**src/rtl/des_entry_sequencer_if.sv**
```systemverilog
// DES core launch/result handshake.
// Master is the sequencer, slave is the DES datapath.
interface des_entry_sequencer_if;
    logic        des_start;
    logic        des_done;
    logic [63:0] des_result;

    modport master (
        output des_start,
        input  des_done,
        input  des_result
    );

    modport slave (
        input  des_start,
        output des_done,
        output des_result
    );
endinterface

```
**src/rtl/des_entry_sequencer.sv**
```systemverilog
// Operator key/plaintext entry and single DES run sequencer.
// Buttons are synchronised and edge detected; phase drives LCD text.
module des_entry_sequencer #(
    parameter int WORD_W      = 16,
    parameter int SYNC_STAGES = 2,
    parameter int DES_TIMEOUT = 1024
) (
    input  logic              clk,
    input  logic              rst,
    input  logic [WORD_W-1:0] sw_in,
    input  logic              send_data,
    input  logic              change_state,
    input  logic              encr_go,
    des_entry_sequencer_if.master des,
    output logic [63:0]       key_out,
    output logic [63:0]       data_out,
    output logic [63:0]       result_out,
    output logic              result_valid,
    output logic [3:0]        phase,
    output logic [1:0]        word_idx,
    output logic              fault
);

    localparam int CW = $clog2(DES_TIMEOUT) + 1;

    typedef enum logic [3:0] {
        IDLE       = 4'd0,
        KEY_ENTRY  = 4'd1,
        KEY_SHOW   = 4'd2,
        DATA_ENTRY = 4'd3,
        DATA_SHOW  = 4'd4,
        ARMED      = 4'd5,
        RUN        = 4'd6,
        DONE       = 4'd7,
        FAULT      = 4'd15
    } state_e;

    logic [SYNC_STAGES-1:0] send_sync_q;
    logic [SYNC_STAGES-1:0] chg_sync_q;
    logic [SYNC_STAGES-1:0] go_sync_q;
    logic send_prev_q, chg_prev_q, go_prev_q;
    logic send_press, chg_press, go_press;

    state_e      state_q, state_d;
    logic [63:0] key_q, key_d;
    logic [63:0] data_q, data_d;
    logic [63:0] result_q, result_d;
    logic        rvalid_q, rvalid_d;
    logic [1:0]  idx_q, idx_d;
    logic        fault_q, fault_d;
    logic        start_q, start_d;
    logic [CW-1:0] cnt_q, cnt_d;

    // Button synchronisers, preset to the released level.
    always_ff @(posedge clk or negedge rst) begin
        if (!rst) begin
            send_sync_q <= '1;
            chg_sync_q  <= '1;
            go_sync_q   <= '0;
            send_prev_q <= 1'b1;
            chg_prev_q  <= 1'b1;
            go_prev_q   <= 1'b0;
        end else begin
            send_sync_q <= {send_sync_q[SYNC_STAGES-2:0], send_data};
            chg_sync_q  <= {chg_sync_q[SYNC_STAGES-2:0], change_state};
            go_sync_q   <= {go_sync_q[SYNC_STAGES-2:0], encr_go};
            send_prev_q <= send_sync_q[SYNC_STAGES-1];
            chg_prev_q  <= chg_sync_q[SYNC_STAGES-1];
            go_prev_q   <= go_sync_q[SYNC_STAGES-1];
        end
    end

    assign send_press = send_prev_q & ~send_sync_q[SYNC_STAGES-1];
    assign chg_press  = chg_prev_q & ~chg_sync_q[SYNC_STAGES-1];
    assign go_press   = ~go_prev_q & go_sync_q[SYNC_STAGES-1];

    // Sequencer state and datapath registers.
    always_ff @(posedge clk or negedge rst) begin
        if (!rst) begin
            state_q  <= IDLE;
            key_q    <= '0;
            data_q   <= '0;
            result_q <= '0;
            rvalid_q <= 1'b0;
            idx_q    <= '0;
            fault_q  <= 1'b0;
            start_q  <= 1'b0;
            cnt_q    <= '0;
        end else begin
            state_q  <= state_d;
            key_q    <= key_d;
            data_q   <= data_d;
            result_q <= result_d;
            rvalid_q <= rvalid_d;
            idx_q    <= idx_d;
            fault_q  <= fault_d;
            start_q  <= start_d;
            cnt_q    <= cnt_d;
        end
    end

    // Next-state: entry capture, run launch, timeout and clear.
    always_comb begin
        state_d  = state_q;
        key_d    = key_q;
        data_d   = data_q;
        result_d = result_q;
        rvalid_d = rvalid_q;
        idx_d    = idx_q;
        fault_d  = fault_q;
        start_d  = 1'b0;
        cnt_d    = cnt_q;
        case (state_q)
            IDLE: begin
                state_d = KEY_ENTRY;
                idx_d   = '0;
            end
            KEY_ENTRY: begin
                if (send_press) begin
                    case (idx_q)
                        2'd0: key_d[63:48] = sw_in;
                        2'd1: key_d[47:32] = sw_in;
                        2'd2: key_d[31:16] = sw_in;
                        default: key_d[15:0] = sw_in;
                    endcase
                    idx_d = idx_q + 2'd1;
                    if (idx_q == 2'd3) state_d = KEY_SHOW;
                end
            end
            KEY_SHOW: begin
                if (chg_press) state_d = DATA_ENTRY;
            end
            DATA_ENTRY: begin
                if (send_press) begin
                    case (idx_q)
                        2'd0: data_d[63:48] = sw_in;
                        2'd1: data_d[47:32] = sw_in;
                        2'd2: data_d[31:16] = sw_in;
                        default: data_d[15:0] = sw_in;
                    endcase
                    idx_d = idx_q + 2'd1;
                    if (idx_q == 2'd3) state_d = DATA_SHOW;
                end
            end
            DATA_SHOW: begin
                if (chg_press) state_d = ARMED;
            end
            ARMED: begin
                if (go_press) begin
                    state_d = RUN;
                    start_d = 1'b1;
                    cnt_d   = '0;
                end
            end
            RUN: begin
                if (des.des_done) begin
                    result_d = des.des_result;
                    rvalid_d = 1'b1;
                    state_d  = DONE;
                end else if (cnt_q == CW'(DES_TIMEOUT - 1)) begin
                    state_d = FAULT;
                    fault_d = 1'b1;
                end else begin
                    cnt_d = cnt_q + 1'b1;
                end
            end
            DONE: begin
                if (go_press) begin
                    state_d  = RUN;
                    start_d  = 1'b1;
                    cnt_d    = '0;
                    rvalid_d = 1'b0;
                end else if (chg_press) begin
                    state_d  = KEY_ENTRY;
                    key_d    = '0;
                    data_d   = '0;
                    result_d = '0;
                    rvalid_d = 1'b0;
                    idx_d    = '0;
                end
            end
            FAULT: begin
                fault_d = 1'b1;
            end
            default: begin
                state_d = FAULT;
                fault_d = 1'b1;
            end
        endcase
    end

    assign des.des_start  = start_q;
    assign key_out        = key_q;
    assign data_out       = data_q;
    assign result_out     = result_q;
    assign result_valid   = rvalid_q;
    assign phase          = state_q;
    assign word_idx       = idx_q;
    assign fault          = fault_q;

endmodule

```
**src/flat_wrapper.sv**
```systemverilog
// flat-port wrapper written by rule: the top's interface ports become plain ports
module des_entry_sequencer_flat 
#(
    parameter int WORD_W      = 16,
    parameter int SYNC_STAGES = 2,
    parameter int DES_TIMEOUT = 1024
)
  (clk, rst, sw_in, send_data, change_state, encr_go, key_out, data_out, result_out, result_valid, phase, word_idx, fault, des_des_start, des_des_done, des_des_result);
  des_entry_sequencer_if des_i ();
  input  logic clk;
  input  logic rst;
  input  logic [WORD_W-1:0] sw_in;
  input  logic send_data;
  input  logic change_state;
  input  logic encr_go;
  output logic [63:0] key_out;
  output logic [63:0] data_out;
  output logic [63:0] result_out;
  output logic result_valid;
  output logic [3:0] phase;
  output logic [1:0] word_idx;
  output logic fault;
  output wire logic [$bits(des_i.des_start)-1:0] des_des_start;
  input wire logic [$bits(des_i.des_done)-1:0] des_des_done;
  input wire logic [$bits(des_i.des_result)-1:0] des_des_result;
  assign des_des_start = des_i.des_start;
  assign des_i.des_done = des_des_done;
  assign des_i.des_result = des_des_result;
  des_entry_sequencer #(.WORD_W(WORD_W), .SYNC_STAGES(SYNC_STAGES), .DES_TIMEOUT(DES_TIMEOUT)) u_core (.clk(clk), .rst(rst), .sw_in(sw_in), .send_data(send_data), .change_state(change_state), .encr_go(encr_go), .des(des_i), .key_out(key_out), .data_out(data_out), .result_out(result_out), .result_valid(result_valid), .phase(phase), .word_idx(word_idx), .fault(fault));
endmodule
```
**config.mk**
```make
export PLATFORM = sky130hd
export DESIGN_NAME = des_entry_sequencer_flat
export DESIGN_NICKNAME = d
export VERILOG_FILES = /design/src/rtl/des_entry_sequencer_if.sv /design/src/rtl/des_entry_sequencer.sv /design/src/flat_wrapper.sv
export SDC_FILE = /design/constraint.sdc
export NUM_CORES = 1
export LEC_CHECK = 0
export CORE_ASPECT_RATIO = 0.9
export CORE_UTILIZATION = 25
export DETAILED_ROUTE_END_ITERATION = 8
export PLACE_DENSITY = 0.47
export SKIP_LAST_GASP = 1
export SLEW_MARGIN = 15
export SYNTH_ARGS = -nofsm -noshare
export SYNTH_HDL_FRONTEND = slang
export SYNTH_SLANG_ARGS = --single-unit
```
**constraint.sdc**
```tcl
create_clock -name clk -period 2.1 [get_ports clk]
set_input_delay 0.315 -clock clk [delete_from_list [all_inputs] [get_ports clk]]
set_output_delay 0.315 -clock clk [all_outputs]
set_load 0.005 [all_outputs]
```
==> impl_metrics.yaml, run 1 <==
yosys:
  yosysTopAreaCellShare_pct: 59.0
  synth_compound_area_share_pct: 6.75
  yosysTopAreaCell: "dfrtp_1"
  syn_nets: 825
  yosysSeqAreaShare_pct: 60.7
  synth_top_family_by_area: "multiplexers"
  yosysWarnings: 0
  synth-seq-cells: 221
  synthArstFlopShare_pct: 100
  synth_mux_area_share_pct: 15.8
  syn-cell-area_um2: 9130
  synth_ff_type: "dfrtp_1"
  synth_xor_area_share_pct: 0.576
  postSynthCellCount: 734
  synth.area.top_cells: "dfrtp_1, mux2_2, nand2b_1, o21ai_0, nand2_1"
  syn_area_per_cell_um2: 12.4
  synth_most_common_cell: "dfrtp_1"
  yosysUniqueCellTypes: 52
  synth_commonest_cells: "dfrtp_1, mux2_2, nand2_1, o21ai_0, nand2b_1"
  synth-simple-area-share_pct: 12.2
  synth_edf_count: 0
  synth_fa_ha_area_share_pct: 0.685
route:
  wl_per_cell_um: 18.1
  ant_nets: 0
  drt-initial-drc-count: 233
  vias_per_cell: 4.27
  dr.pass1.iters: 6
  vias: 6560
  drc_errors: 0
  wirelength_um: 27800
place:
  detailed_place_hpwl_um: 19200
  gp_congestion: 0.755
  pre_cts_slack_ps: -69.3
  portBuffers: 286
setup_path:
  worst-path-max-fanout: 12
  critical-path-max-stage-delay_ps: 510
  required_ps: 2520
  crit_family: "simple AND/OR/NAND/NOR gates"
  crit_path_end_kind: "flip-flop"
  path_cells: "or4bb_1 -> o32ai_1 -> a221oi_4 -> nand3b_4 -> buf_12 -> mux2_2"
  start_kind: "flip-flop"
  r2r_start: "u_core.phase[1]"
  r2r_slack_ps: 70
  crit_buf_inv: 1
  setup.worst_path.class: "flip-flop to flip-flop"
  crit_arrival_ps: 2450
  slowest_stage: "or4bb_1"
  reg2reg_depth: 6
  r2r-end: "u_core.data_out[1]"
timing:
  fmax_mhz: 493
  whs_ps: 190
  setup_violations: 0
  slew_headroom_pct: 60.5
  rsz0062_at_grt: "true"
  clock_skew_ps: 18.8
  worst_slack_ps: 70.2
  fin_crit_ps: 2030
  slew_viol_final: 0
  period_share_pct: 96.7
  finalHoldViolCount: 0
  worst_pin_slew_ps: 593
final_layout:
  nets: 1133
  fin_util_pct: 38.5
  fill_cells: 3568
  area_delta_synth_final_pct: 51.9
  n_antenna_cell: 0
  drive_gt1_share_pct: 23.3
clocking:
  clkLatencyLatePin_ps: 540
  htreeDepth: 1
  clkSinkCount: 221
  cts_tree: "yes"
  cts_made_buffers: 26
  cts.clk_slew.worst_paths_ps: 60
  cts_setup_buffers: 0
  cts-root-buf: "clkbuf_16"
  clockBufferDepth: 3
global_routing:
  grt_util_all_layers_pct: 14.7
  grt_overflow_total: 0
  grt_pass1_wl_um: 42400
  grt_antenna_before_repair: 0
  grt_pass1_vias: 6817
  grt_max_degree: 66
power_and_ir_drop:
  p_leak_nw: 5.79
  powerDensity_nw_per_um2: 1460
  vdd_drop_max_uv: 653
outcome:
  outcome: "complete, no violations"
die:
  die_h_um: 183
  core-area_um2: 36000
  num_rows: 66
  dieArea_um2: 37300
  initial_utilization_pct: 25.3
  dieWidth_um: 203
  pin_count: 287
worst_hold_path:
  holdCritStartpoint: "change_state"
  hold_depth: 1
  hold_end: "u_core.chg_sync_q[0]"
  min_path_type: "primary input to flip-flop"
flow_run:
  maxCapViolCount: 0
[per-layer routing]
layer / track usage (%) / wire (um)
met4: 3.04 / 451
met5: 0 / 0
met3: 6.27 / 2720
met1: 19.6 / 12800
met2: 22.2 / 11900
[flip-flops by register name (all words and copies together) (netlist names)]
register,cells
u_core.result_valid,1
u_core.key_out,64
u_core.cnt_q,11
u_core.data_out,64
u_core.chg_sync_q,2
u_core.go_sync_q,2
u_core.fault,1
u_core.phase,4
u_core.des.des_start,1
u_core.result_out,64
u_core.send_prev_q,1
u_core.chg_prev_q,1
u_core.word_idx,2
u_core.send_sync_q,2
u_core.go_prev_q,1
[power breakdown]
group	leakage (nW)	switching (mW)	internal (mW)	total, mW
clock	0.477	1.87	3.03	4.89
sequential	2.81	0.935	6.00	6.93
combinational	2.51	3.26	5.19	8.45
total	5.79	6.06	14.2	20.3
[placed cells by master, fill, tap and decap left out, types with 6 or more instances in the layout]
cell | synthesis | layout
a21oi_1 | 8 | 8
clkdlybuf4s50_1 | 0 | 283
dfstp_2 | 6 | 6
clkbuf_8 | 0 | 9
nor2_1 | 9 | 9
o21ai_0 | 71 | 71
clkbuf_16 | 0 | 27
buf_4 | 13 | 35
mux2_2 | 127 | 127
buf_12 | 0 | 15
nand2_1 | 76 | 76
clkinv_2 | 0 | 7
dfrtp_1 | 215 | 213
nand3_1 | 8 | 8
and2_0 | 15 | 15
nand2b_1 | 67 | 67
[worst max path at each step]
stage                                   from                  end  slack [ps]  depth (start not counted)
final                        u_core.phase[1]   u_core.data_out[1]          70                          6
after global routing      u_core.send_prev_q    u_core.key_out[2]         -40                          6
after CTS                 u_core.send_prev_q    u_core.key_out[2]          10                          6
after detailed placement        des_des_done      u_core.cnt_q[7]         -70                          6
after global placement          des_des_done      u_core.cnt_q[3]         -60                          5
after floorplan              u_core.phase[2]  u_core.data_out[21]         0.8                          7
[cell type report]
class | instances | area (um^2) | share of cell area, %
timing repair buffer | 337 | 3440 | 24.8
multi-input combinational | 450 | 3310 | 23.9
tap | 476 | 596 | 4.30
clock buffer | 36 | 800 | 5.77
clock inverter | 12 | 145 | 1.05
sequential | 221 | 5540 | 40.0
inverter | 6 | 22.5 | 0.163
[stage by stage]
| step | power, mW | cells | cell area, um^2 | TNS (ps) |
|---|---|---|---|---|
| floorplan | 10.3 | 734 | 9140 | 0 |
| global placement | 15.5 | 1489 | 12900 | -107 |
| detailed placement | 15.6 | 1489 | 12900 | -128 |
| CTS | 20.6 | 1538 | 13800 | 0 |
| global route | 21.6 | 1538 | 13900 | -981 |
| finish | 20.3 | 1538 | 13900 | 0 |
[what timing repair did]
action / CTS / global route
hold buffers: 1 / 0
pin swaps: 0 / 1
endpoints found under the hold margin: 37 / 0
endpoints found under the setup margin: 2 / 99
resized for setup: 2 / 2
[kinds of logic after synthesis]
| logic type | after synthesis |
|---|---|
| xor gates and xnor gates | 6 |
| DFF | 221 |
| adders and majority gates | 5 |
| buffers and inverters | 63 |
| muxes | 128 |
| AOI/OAI and AO/OA | 104 |
| and+or+nand+nor | 207 |
Power figures use the tool's default switching activity.
==> run 2, diff against run 1 <==
- CTS_BUF_LIST: default -> sky130_fd_sc_hd__clkbuf_4
==> impl_metrics.yaml, run 2 (synthesized netlist as in run 1, its figures left out) <==
outcome:
  outcome: "complete, no violations"
route:
  vias_per_cell: 4.28
  wl_met2_um: 12300
  drt-initial-drc-count: 251
  top_layer: "met4"
  wl_met1_um: 12700
  wl_per_cell_um: 17.9
  wirelength_um: 28600
  vias: 6865
  dr.pass1.iters: 6
  ant_nets: 0
  drc_errors: 0
  dr_wl_met3_um: 3010
setup_path:
  crit_arrival_ps: 2580
  crit_path_end_kind: "flip-flop"
  required_ps: 2660
  reg2reg_depth: 6
  worst-path-max-fanout: 10
  r2r_slack_ps: 80
  setup.worst_path.class: "flip-flop to flip-flop"
  slowest_stage: "or4b_4"
  r2r-end: "u_core.cnt_q[7]"
  path_cells: "buf_4 -> or4b_4 -> nor2_4 -> o21ai_2 -> or4_1 -> a21oi_2"
  start_kind: "flip-flop"
  r2r_start: "u_core.phase[0]"
  critical-path-max-stage-delay_ps: 550
power_and_ir_drop:
  report.power.total_mw: 19.6
  p_leak_nw: 5.81
  switching_power_mw: 6.16
  pwr-share-seq_pct: 35.2
  powerDensity_nw_per_um2: 1420
  p_comb_share_pct: 44.0
  p_int_mw: 13.5
  p_clk_share_pct: 20.8
  vdd_drop_max_uv: 555
  sw_frac_of_total_pct: 31.4
timing:
  period_share_pct: 96.1
  clock_skew_ps: 40.9
  finalHoldViolCount: 0
  rsz0062_at_grt: "true"
  worst_pin_slew_ps: 578
  worst_slack_ps: 82.3
  slew_headroom_pct: 61.4
  fin_crit_ps: 2020
  slew_viol_final: 0
  setup_violations: 0
  fmax_mhz: 496
place:
  portBuffers: 286
  detailed_place_hpwl_um: 19200
  pre_cts_slack_ps: -69.3
  gp_congestion: 0.755
  placed_cell_area_um2: 12900
clocking:
  clkLatencyLatePin_ps: 670
  cts_made_buffers: 66
  htreeDepth: 3
  clockBufferDepth: 3
  clkSinkCount: 221
  cts_tree: "yes"
  cts.clk_slew.worst_paths_ps: 60
  cts-root-buf: "clkbuf_4"
die:
  dieWidth_um: 203
  die_h_um: 183
  dieArea_um2: 37300
  pin_count: 287
  num_rows: 66
  initial_utilization_pct: 25.3
  core-area_um2: 36000
final_layout:
  nets: 1176
  final_cell_mix: "clkdlybuf4s50_1, dfrtp_1, mux2_2, clkbuf_4, nand2_1"
  drive_gt1_share_pct: 27.1
  final_common_cell: "clkdlybuf4s50_1"
  stdcell_area_um2: 13800
  area.sequential_um2: 5540
  multi_input_area_um2: 3350
  fill_cells: 3620
  area_delta_synth_final_pct: 51.2
worst_hold_path:
  hold_depth: 1
  hold_end: "u_core.chg_sync_q[0]"
  holdCritStartpoint: "change_state"
  min_path_type: "primary input to flip-flop"
global_routing:
  grt_util_all_layers_pct: 15.2
  grt_overflow_total: 0
  grt_pass1_vias: 7177
  grt_max_degree: 66
  grt_antenna_before_repair: 1
  grt_pass1_wl_um: 43300
flow_run:
  maxCapViolCount: 0
==> run 2: cell count changes in the layout (fill, tap and decap cells not counted), moves of 2 or more <==
| cell | previous run | this run |
|---|---|---|
| clkbuf_16 | 27 | 1 |
| clkinvlp_4 | 0 | 2 |
| clkbuf_4 | 0 | 95 |
| clkinv_2 | 7 | 0 |
| clkbuf_8 | 9 | 0 |
| buf_4 | 35 | 37 |
| clkinv_1 | 1 | 10 |
| bufinv_16 | 3 | 1 |
| a21oi_4 | 0 | 2 |
==> run 2: layout make-up <==
cell class                      count  share of cell area, %
Sequential cell                   221                   40.1
Multi-Input combinational cell    450                   24.3
Timing Repair Buffer              340                   25.2
Clock inverter                     14                  0.698
Tap cell                          476                   4.32
Antenna cell                        1                 0.0181
Clock buffer                       95                   5.17
Inverter                            6                  0.163
==> run 2: critical path, delay by kind of cell, from the launching register on <==
kind | cells | cell delay [ps]
AND/OR/NAND/NOR | 3 | 1170
flip-flops | 1 | 410
buffers and inverters | 1 | 180
AO/OA/AOI/OAI | 2 | 180
==> run 2: power by group through the flow <==
stage	logic [mW]	clock network (mW)	registers [mW]
after floorplan	3.31	0	7.03
after global placement	8.61	0	6.94
after detailed placement	8.59	0	6.99
after CTS	8.68	4.31	6.93
after global routing	9.35	4.56	7.13
final	8.63	4.09	6.90
==> run 2: how the worst max path moves through the flow <==
stage	from	endpoint	slack (ps)
floorplan	u_core.phase[2]	u_core.data_out[21]	0.8
global placement	des_des_done	u_core.cnt_q[3]	-60
detailed placement	des_des_done	u_core.cnt_q[7]	-70
CTS	u_core.phase[1]	phase[1]	-140
global route	u_core.send_prev_q	u_core.key_out[18]	-20
finish	u_core.phase[0]	u_core.cnt_q[7]	80
==> run 2: timing repair <==
| item | in CTS | in global routing |
|---|---|---|
| hold buffers | 1 | 0 |
| setup endpoints to repair | 4 | 75 |
| gates resized for setup | 2 | 8 |
| cloned | 0 | 1 |
| buffers inserted | 2 | 0 |
| pin swaps | 0 | 4 |
| endpoints found under the hold margin | 205 | 0 |
==> run 2: metrics by stage <==
step | setup TNS, ps | util (%) | hold slack [ps] | std cells
after global placement | -107 | 35.8 | 250 | 1489
final | 0 | 38.3 | 96.0 | 1603
after detailed placement | -128 | 35.8 | 249 | 1489
after floorplan | 0 | - | 19.4 | 734
after CTS | -136 | 38.1 | 7.08 | 1601
after global routing | -51.5 | 38.3 | 11.0 | 1603
==> run 2: layer usage <==
layer	vias to the layer above	GRT usage (%)
li1	3242	-
met2	272	22.3
met3	49	7.21
met5	-	0
met4	0	5.47
met1	3302	19.5
